**config.mk**
```make
export PLATFORM = sky130hd
export DESIGN_NAME = farm_car_detector
export DESIGN_NICKNAME = d
export VERILOG_FILES = /design/src/rtl/farm_car_detector.sv
export SDC_FILE = /design/constraint.sdc
export NUM_CORES = 1
export LEC_CHECK = 0
export ABC_CLOCK_PERIOD_IN_PS = 5310
export CORE_MARGIN = 2
export CORE_UTILIZATION = 57
export DETAILED_ROUTE_END_ITERATION = 8
export GPL_TIMING_DRIVEN = 0
export HOLD_SLACK_MARGIN = 0.08
export PLACE_DENSITY_LB_ADDON = 0.12
export SYNTH_ARGS = -nofsm -noshare
export SYNTH_HDL_FRONTEND = slang
export SYNTH_SLANG_ARGS = --single-unit
```
**constraint.sdc**
```tcl
create_clock -name clk -period 5.31 [get_ports clk]
set_input_delay 0.7965 -clock clk [delete_from_list [all_inputs] [get_ports clk]]
set_output_delay 0.7965 -clock clk [all_outputs]
set_load 0.1 [all_outputs]
```
**src/rtl/farm_car_detector.sv**
```systemverilog
// -----------------------------------------------------------------------------
// farm_car_detector
//
// Counts cars queued on the farm road from a bouncy inductive loop and raises
// the car-waiting request for the traffic light controller.  The loop signal is
// synchronised, debounced and edge-detected to form arrivals; every
// SERVE_CYCLES cycles of farm green count as one departure.
//
// Parameters:
//   DEBOUNCE_CYCLES  stable cycles needed to accept a loop level change (2..15)
//   SERVE_CYCLES     green cycles counted as one departing car (1..255)
//   MAX_CARS         car_count saturation value (1..15)
//
// Ports:
//   clk         in   single clock, rising edge
//   rst_n       in   synchronous active-low reset
//   loop_raw    in   asynchronous loop detector level (1 = metal present)
//   light_farm  in   farm lamp one-hot {red,yellow,green}; only 3'b001 is green
//   c           out  registered car-waiting request (car_count != 0)
//   car_count   out  registered queued-car count
//   overflow    out  sticky flag: an arrival was lost to saturation
// -----------------------------------------------------------------------------
module farm_car_detector #(
   parameter int unsigned DEBOUNCE_CYCLES = 4,
   parameter int unsigned SERVE_CYCLES    = 8,
   parameter int unsigned MAX_CARS        = 15
) (
   input  logic       clk,
   input  logic       rst_n,
   input  logic       loop_raw,
   input  logic [2:0] light_farm,
   output logic       c,
   output logic [3:0] car_count,
   output logic       overflow
);

   typedef enum logic [1:0] {
      IDLE    = 2'd0,
      WAITING = 2'd1,
      SERVING = 2'd2
   } state_t;

   localparam logic [3:0] DEB_LAST   = 4'(DEBOUNCE_CYCLES - 1);
   localparam logic [7:0] SERVE_LAST = 8'(SERVE_CYCLES - 1);
   localparam logic [3:0] COUNT_MAX  = 4'(MAX_CARS);

   // registered state
   logic       sync1_r;
   logic       sync2_r;
   logic       deb_r;
   logic       deb_prev_r;
   logic [3:0] deb_cnt_r;
   logic [7:0] serve_tmr_r;
   logic [3:0] count_r;
   logic       c_r;
   logic       overflow_r;
   state_t     state_r;

   // next-state / combinational signals
   logic       deb_nxt_s;
   logic [3:0] deb_cnt_nxt_s;
   logic       arrival_s;
   logic       green_s;
   logic       departure_s;
   logic [7:0] serve_tmr_nxt_s;
   logic [3:0] count_nxt_s;
   logic       overflow_nxt_s;
   state_t     state_nxt_s;

   // Debounce: count consecutive cycles where the synchronised level disagrees
   // with the accepted level; flip once the full window has been seen.
   always_comb begin
      deb_nxt_s     = deb_r;
      deb_cnt_nxt_s = 4'd0;
      if (sync2_r != deb_r) begin
         if (deb_cnt_r == DEB_LAST) begin
            deb_nxt_s     = ~deb_r;
            deb_cnt_nxt_s = 4'd0;
         end else begin
            deb_nxt_s     = deb_r;
            deb_cnt_nxt_s = deb_cnt_r + 4'd1;
         end
      end else begin
         deb_nxt_s     = deb_r;
         deb_cnt_nxt_s = 4'd0;
      end
   end

   // Serve timer and queue count.  Green is judged on the live lamp input so
   // the timer counts from the very first green edge (the FSM enters SERVING
   // on that same edge); invalid lamp codes are simply "not green".
   always_comb begin
      arrival_s       = deb_r & ~deb_prev_r;
      green_s         = (light_farm == 3'b001);
      departure_s     = 1'b0;
      serve_tmr_nxt_s = 8'd0;
      count_nxt_s     = count_r;
      overflow_nxt_s  = overflow_r;

      if (green_s) begin
         if (serve_tmr_r == SERVE_LAST) begin
            departure_s     = 1'b1;
            serve_tmr_nxt_s = 8'd0;
         end else begin
            departure_s     = 1'b0;
            serve_tmr_nxt_s = serve_tmr_r + 8'd1;
         end
      end else begin
         departure_s     = 1'b0;
         serve_tmr_nxt_s = 8'd0;
      end

      // A coincident arrival and departure cancel, even at the limits.
      case ({arrival_s, departure_s})
         2'b10: begin
            if (count_r == COUNT_MAX) begin
               count_nxt_s    = count_r;
               overflow_nxt_s = 1'b1;
            end else begin
               count_nxt_s    = count_r + 4'd1;
               overflow_nxt_s = overflow_r;
            end
         end
         2'b01: begin
            if (count_r != 4'd0) begin
               count_nxt_s = count_r - 4'd1;
            end else begin
               count_nxt_s = 4'd0;
            end
         end
         default: begin
            count_nxt_s    = count_r;
            overflow_nxt_s = overflow_r;
         end
      endcase
   end

   // FSM next state: green always wins, otherwise the queue count decides.
   always_comb begin
      state_nxt_s = state_r;
      case (state_r)
         IDLE: begin
            if (green_s) begin
               state_nxt_s = SERVING;
            end else if (count_nxt_s != 4'd0) begin
               state_nxt_s = WAITING;
            end else begin
               state_nxt_s = IDLE;
            end
         end
         WAITING: begin
            if (green_s) begin
               state_nxt_s = SERVING;
            end else if (count_nxt_s == 4'd0) begin
               state_nxt_s = IDLE;
            end else begin
               state_nxt_s = WAITING;
            end
         end
         SERVING: begin
            if (green_s) begin
               state_nxt_s = SERVING;
            end else if (count_nxt_s != 4'd0) begin
               state_nxt_s = WAITING;
            end else begin
               state_nxt_s = IDLE;
            end
         end
         default: begin
            state_nxt_s = IDLE;
         end
      endcase
   end

   // All state registers, with synchronous active-low reset taking priority.
   always_ff @(posedge clk) begin
      if (!rst_n) begin
         sync1_r     <= 1'b0;
         sync2_r     <= 1'b0;
         deb_r       <= 1'b0;
         deb_prev_r  <= 1'b0;
         deb_cnt_r   <= 4'd0;
         serve_tmr_r <= 8'd0;
         count_r     <= 4'd0;
         c_r         <= 1'b0;
         overflow_r  <= 1'b0;
         state_r     <= IDLE;
      end else begin
         sync1_r     <= loop_raw;
         sync2_r     <= sync1_r;
         deb_r       <= deb_nxt_s;
         deb_prev_r  <= deb_r;
         deb_cnt_r   <= deb_cnt_nxt_s;
         serve_tmr_r <= serve_tmr_nxt_s;
         count_r     <= count_nxt_s;
         c_r         <= (count_nxt_s != 4'd0);
         overflow_r  <= overflow_nxt_s;
         state_r     <= state_nxt_s;
      end
   end

   assign c         = c_r;
   assign car_count = count_r;
   assign overflow  = overflow_r;

endmodule

```
# Word-level counts from Yosys, hierarchy flattened
# Cells that the tools add are included.
# word_totals
register_bits,22
in_bits,6
output_inout_bits,6
elab_cells,37
# classes
addsub,4
n_eq_ne,7
muxes,5
bitwise,6
n_reduce_logical,6
# op_table
cell,n
$add A4 B1 Y4 const B,2
$add A8 B1 Y8 const B,1
$eq A8 B3 Y1 const B,1
$mux W4,2
$pmux W4 S2,1
$reduce_bool A4 Y1,2
$reduce_or A3 Y1,2
$not A1 Y1,5
$eq A4 B2 Y1 const B,1
$eq A4 B4 Y1 const B,1
$reduce_and A2 Y1,2
$sub A4 B1 Y4 const B,1
$eq A3 B1 Y1 const B,1
$eq A2 B1 Y1 const B,1
$eq A2 B2 Y1 const B,1
$mux W1,2
$and A1 B1 Y1,1
$ne A1 B1 Y1,1

# Longest topological paths before layout
# logic_depth
depth_word,6
ltp_mapped,10
mapped_depth_nobuf,10

# Worst setup path after synthesis
# OpenSTA, ideal clock, no wires.
# synth_path
kind,input to register
startpoint,in light_farm[1]
endpoint,"reg c_r, in the netlist c"
setup_ns,0.134
arrival_ns,2.428
required_ns,5.176
slack_ns,2.748
path_stages,7
n_path_buf,0
path_cell_list,nor3b_1 and2_1 inv_1 ha_1 a41o_1 a32o_1 or4_1
# synth_via
elab_chain_len,5
elab_cells_between_ends,6
cone_classes,eq/ne: 3; mux: 2; reduce/logical: 1
# synth_lines
element,line,source
from (decl),31,"input logic [2:0] light_farm,"
$eq A3 B1 Y1 (*),94,green_s = (light_farm == 3'b001);
$mux W1 (*),100,if (green_s) begin
$eq A2 B1 Y1 or $eq A2 B2 Y1 (tied branches),114,"case ({arrival_s, departure_s})"
$pmux W4 S2 (*),114,
$reduce_bool A4 Y1 (*),196,c_r <= (count_nxt_s != 4'd0);
to (signal assigned),196,
to (decl),55,logic c_r;
# Mark *: on every way between the ends. The rest lies on a longest branch, timed or not.
# A chain may end at the register's enable or synchronous reset.

# Worst setup path in the final report
# layout_path
startpoint,in light_farm[0]
endpoint,"reg c_r, in the netlist c"
# Same word-level chain as after synthesis.

==> impl_metrics.json <==
{
  "outcome": "complete, no violations",
  "globalplace.congestion": 0.8142,
  "cp.required_ns": 5.49,
  "clkSinkCount": 22,
  "min_path_cells": 1,
  "finalSetupViolCount": 0,
  "hp-start": "sync1_r",
  "powerDensity_nw_per_um2": 240.9,
  "die_height_microns": 46.94,
  "via_per_inst": 5.385,
  "wl_microns": 1831,
  "grt_remaining_overflow": 0,
  "hold_class": "register to register",
  "yosys-top-cells-area": "dfxtp_1 (42%), ha_1 (7.1%), nor2_1 (5.0%), xor2_1 (5.0%), o311a_1 (3.8%)",
  "grtUsageMet3_pct": 3.462,
  "power.switching_mw": 0.05253,
  "crit_type": "input port to register",
  "ys_seq_area_share_pct": 41.90,
  "post-route-min-period_ns": 2.855,
  "cts.clk_slew.worst_paths_ns": 0.13,
  "port_buffers": 11,
  "htree_levels": 1,
  "start_kind": "input port",
  "clk-insertion-delay-late_ns": 0.31,
  "place_ws_ns": 2.132,
  "grt_max_degree": 14,
  "yosysMostFrequentCell": "dfxtp_1",
  "antennaDiodeCount": 0,
  "synthArstFlopShare_pct": 0,
  "cts_tree": "done",
  "rrSetupSlack_ns": 2.58,
  "crit_arrival_ns": 3.03,
  "grt_usage_pct": 20.03,
  "post_cts_resized": 0,
  "fin_tns_setup_ns": 0,
  "p_int_mw": 0.2473,
  "peakVddDrop_uv": 259.5,
  "drive_above_1_share_pct": 6.870,
  "slew_headroom_pct": 35.66,
  "postCtsSetupBuffers": 0,
  "min_to": "sync2_r",
  "post-dp-hpwl_microns": 1387,
  "syn_area_sq_um": 1051,
  "syn_avg_cell_area_sq_um": 9.060,
  "swShare_pct": 17.52,
  "setup.worst_path.end_class": "register",
  "dpl_cell_area_sq_um": 1192,
  "ys_warn_count": 0,
  "p_total_mw": 0.2999,
  "synthCells": 116,
  "numCtsBuffers": 3,
  "p_comb_share_pct": 2.6,
  "leakagePower_nw": 0.4841,
  "vias": 840,
  "antenna_found_initial": 0,
  "slew_violations": 0,
  "drv_cap": 0,
  "path_max_fanout": 6,
  "netlist.top_cell.by_area": "dfxtp_1",
  "layout_setup_ws_ns": 2.455,
  "area_delta_synth_final_pct": 18.45,
  "cts_buffer_depth": 2,
  "tightest_slew_ns": 0.9620,
  "power_frac_seq_pct": 55.6,
  "met1_usage_pct": 24.59,
  "busiest_layer": "met2",
  "fmax_mhz": 350.3,
  "drc": 0,
  "start_util_pct": 60.87,
  "first_pass_iters": 4,
  "synth_common_cells": "dfxtp_1 (22), nor2_1 (14), inv_1 (7), nand2_1 (7), nand3_1 (7)",
  "ctsHoldBuffers": 0,
  "grt_pass1_wl_microns": 3167,
  "timing.final.crit_share_pct": 53.77,
  "synth_top_area_share_pct": 41.90,
  "dieArea_sq_um": 2203,
  "r2r_start": "serve_tmr_r[3]",
  "final_cell_area_sq_um": 1245,
  "clock-root-buffer": "clkbuf_4",
  "rsz0062_at_grt": "false",
  "clkPwrFrac_pct": 41.8,
  "core_area_sq_um": 1727,
  "die_w_microns": 46.94,
  "reg2reg_to": "c",
  "io_pins": 12,
  "synth_seq_cells": 22,
  "drt_iter0_markers": 10,
  "drt-wirelength-per-cell_microns": 11.74,
  "num_rows": 15,
  "grt_pass1_vias": 779,
  "syn-num-nets": 128,
  "ys.flop_type": "dfxtp_1",
  "r2r_cells": 9,
  "final_hold_viol_count": 0,
  "synth_edf_count": 0,
  "drt.antenna.violating_nets": 0,
  "finClkSkew_ns": 0.01875,
  "synth_cell_types": 35,
  "grt_use_met2_pct": 34.79,
  "nNetsFinal": 144
}
==> state kept, by name, summed over array words and instances, names as in the netlist <==
| signal | flops |
|---|---|
| c | 1 |
| car_count | 4 |
| serve_tmr_r | 8 |
| overflow | 1 |
| deb_cnt_r | 4 |
| sync2_r | 1 |
| sync1_r | 1 |
| deb_prev_r | 1 |
| deb_r | 1 |
==> routing by layer <==
metal  vias up  wire (microns)
met5         -               0
met4         0               6
met3         2              70
met2        20             890
met1       383             862
li1        435               -
==> final cells by class <==
type                            count  area (sq um)
Clock buffer                        3         22.52
Sequential cell                    22         440.4
Clock inverter                      1         30.03
Inverter                            7         26.28
Timing Repair Buffer               11         110.1
Multi-Input combinational cell     83         560.5
Fill cell                         150         481.7
Buffer                              4         23.77
Tap cell                           25         31.28
==> power groups by stage <==
stage          Combinational [mW]  Sequential [mW]  Clock, mW
2_1_floorplan             0.00328            0.170          0
3_3_place_gp              0.00776            0.170          0
3_5_place_dp              0.00784            0.170          0
4_1_cts                   0.00792            0.167      0.128
5_1_grt                   0.00868            0.167      0.135
6_report                  0.00785            0.167      0.125
==> critical path, stage by stage <==
cell and delay (ns):
clkdlybuf4s50_1 0.45, nor3b_1 0.22, and2_1 0.19, inv_1 0.05, ha_1 0.27, a41o_1 0.28, a22o_1 0.24, o311a_1 0.13
or4_1 0.39
==> per-stage QoR <==
step,std cells,utilization [%],hold WS [ns]
detailed placement,152,69.06,0.4210
floorplan,116,-,0.4119
global placement,152,69.06,0.4155
CTS,156,72.10,0.4511
finish,156,72.10,0.4508
global route,156,72.10,0.4787
==> cell families after synthesis <==
group | after synthesis | share of synthesized area, %
buffers and inverters | 11 | 4.762
adder cells (fa/ha/maj) | 6 | 7.143
flip-flops | 22 | 41.90
AND/OR/NAND/NOR | 51 | 25.60
XOR/XNOR | 9 | 7.500
AO/OA/AOI/OAI | 17 | 13.10
==> worst max path at each step <==
stage	slack, ns	end	start	cells after the start
2_1_floorplan	2.75	c	light_farm[1]	7
4_1_cts	2.45	c	light_farm[0]	8
5_1_grt	2.28	c	light_farm[0]	9
3_3_place_gp	2.13	c	light_farm[0]	8
3_5_place_dp	2.13	c	light_farm[0]	8
6_report	2.45	c	light_farm[0]	9
==> placed cells by master, fill, tap and decap left out, drive strengths merged, types with 4 or more instances in the layout <==
cell type      instances
nor2                  14
clkdlybuf4s50         11
xor2                   6
ha                     6
clkbuf                 5
inv                    7
nand2                  7
dfxtp                 22
and2                   4
o311a                  4
nand3                  7
(Power assumes the default switching activity.)
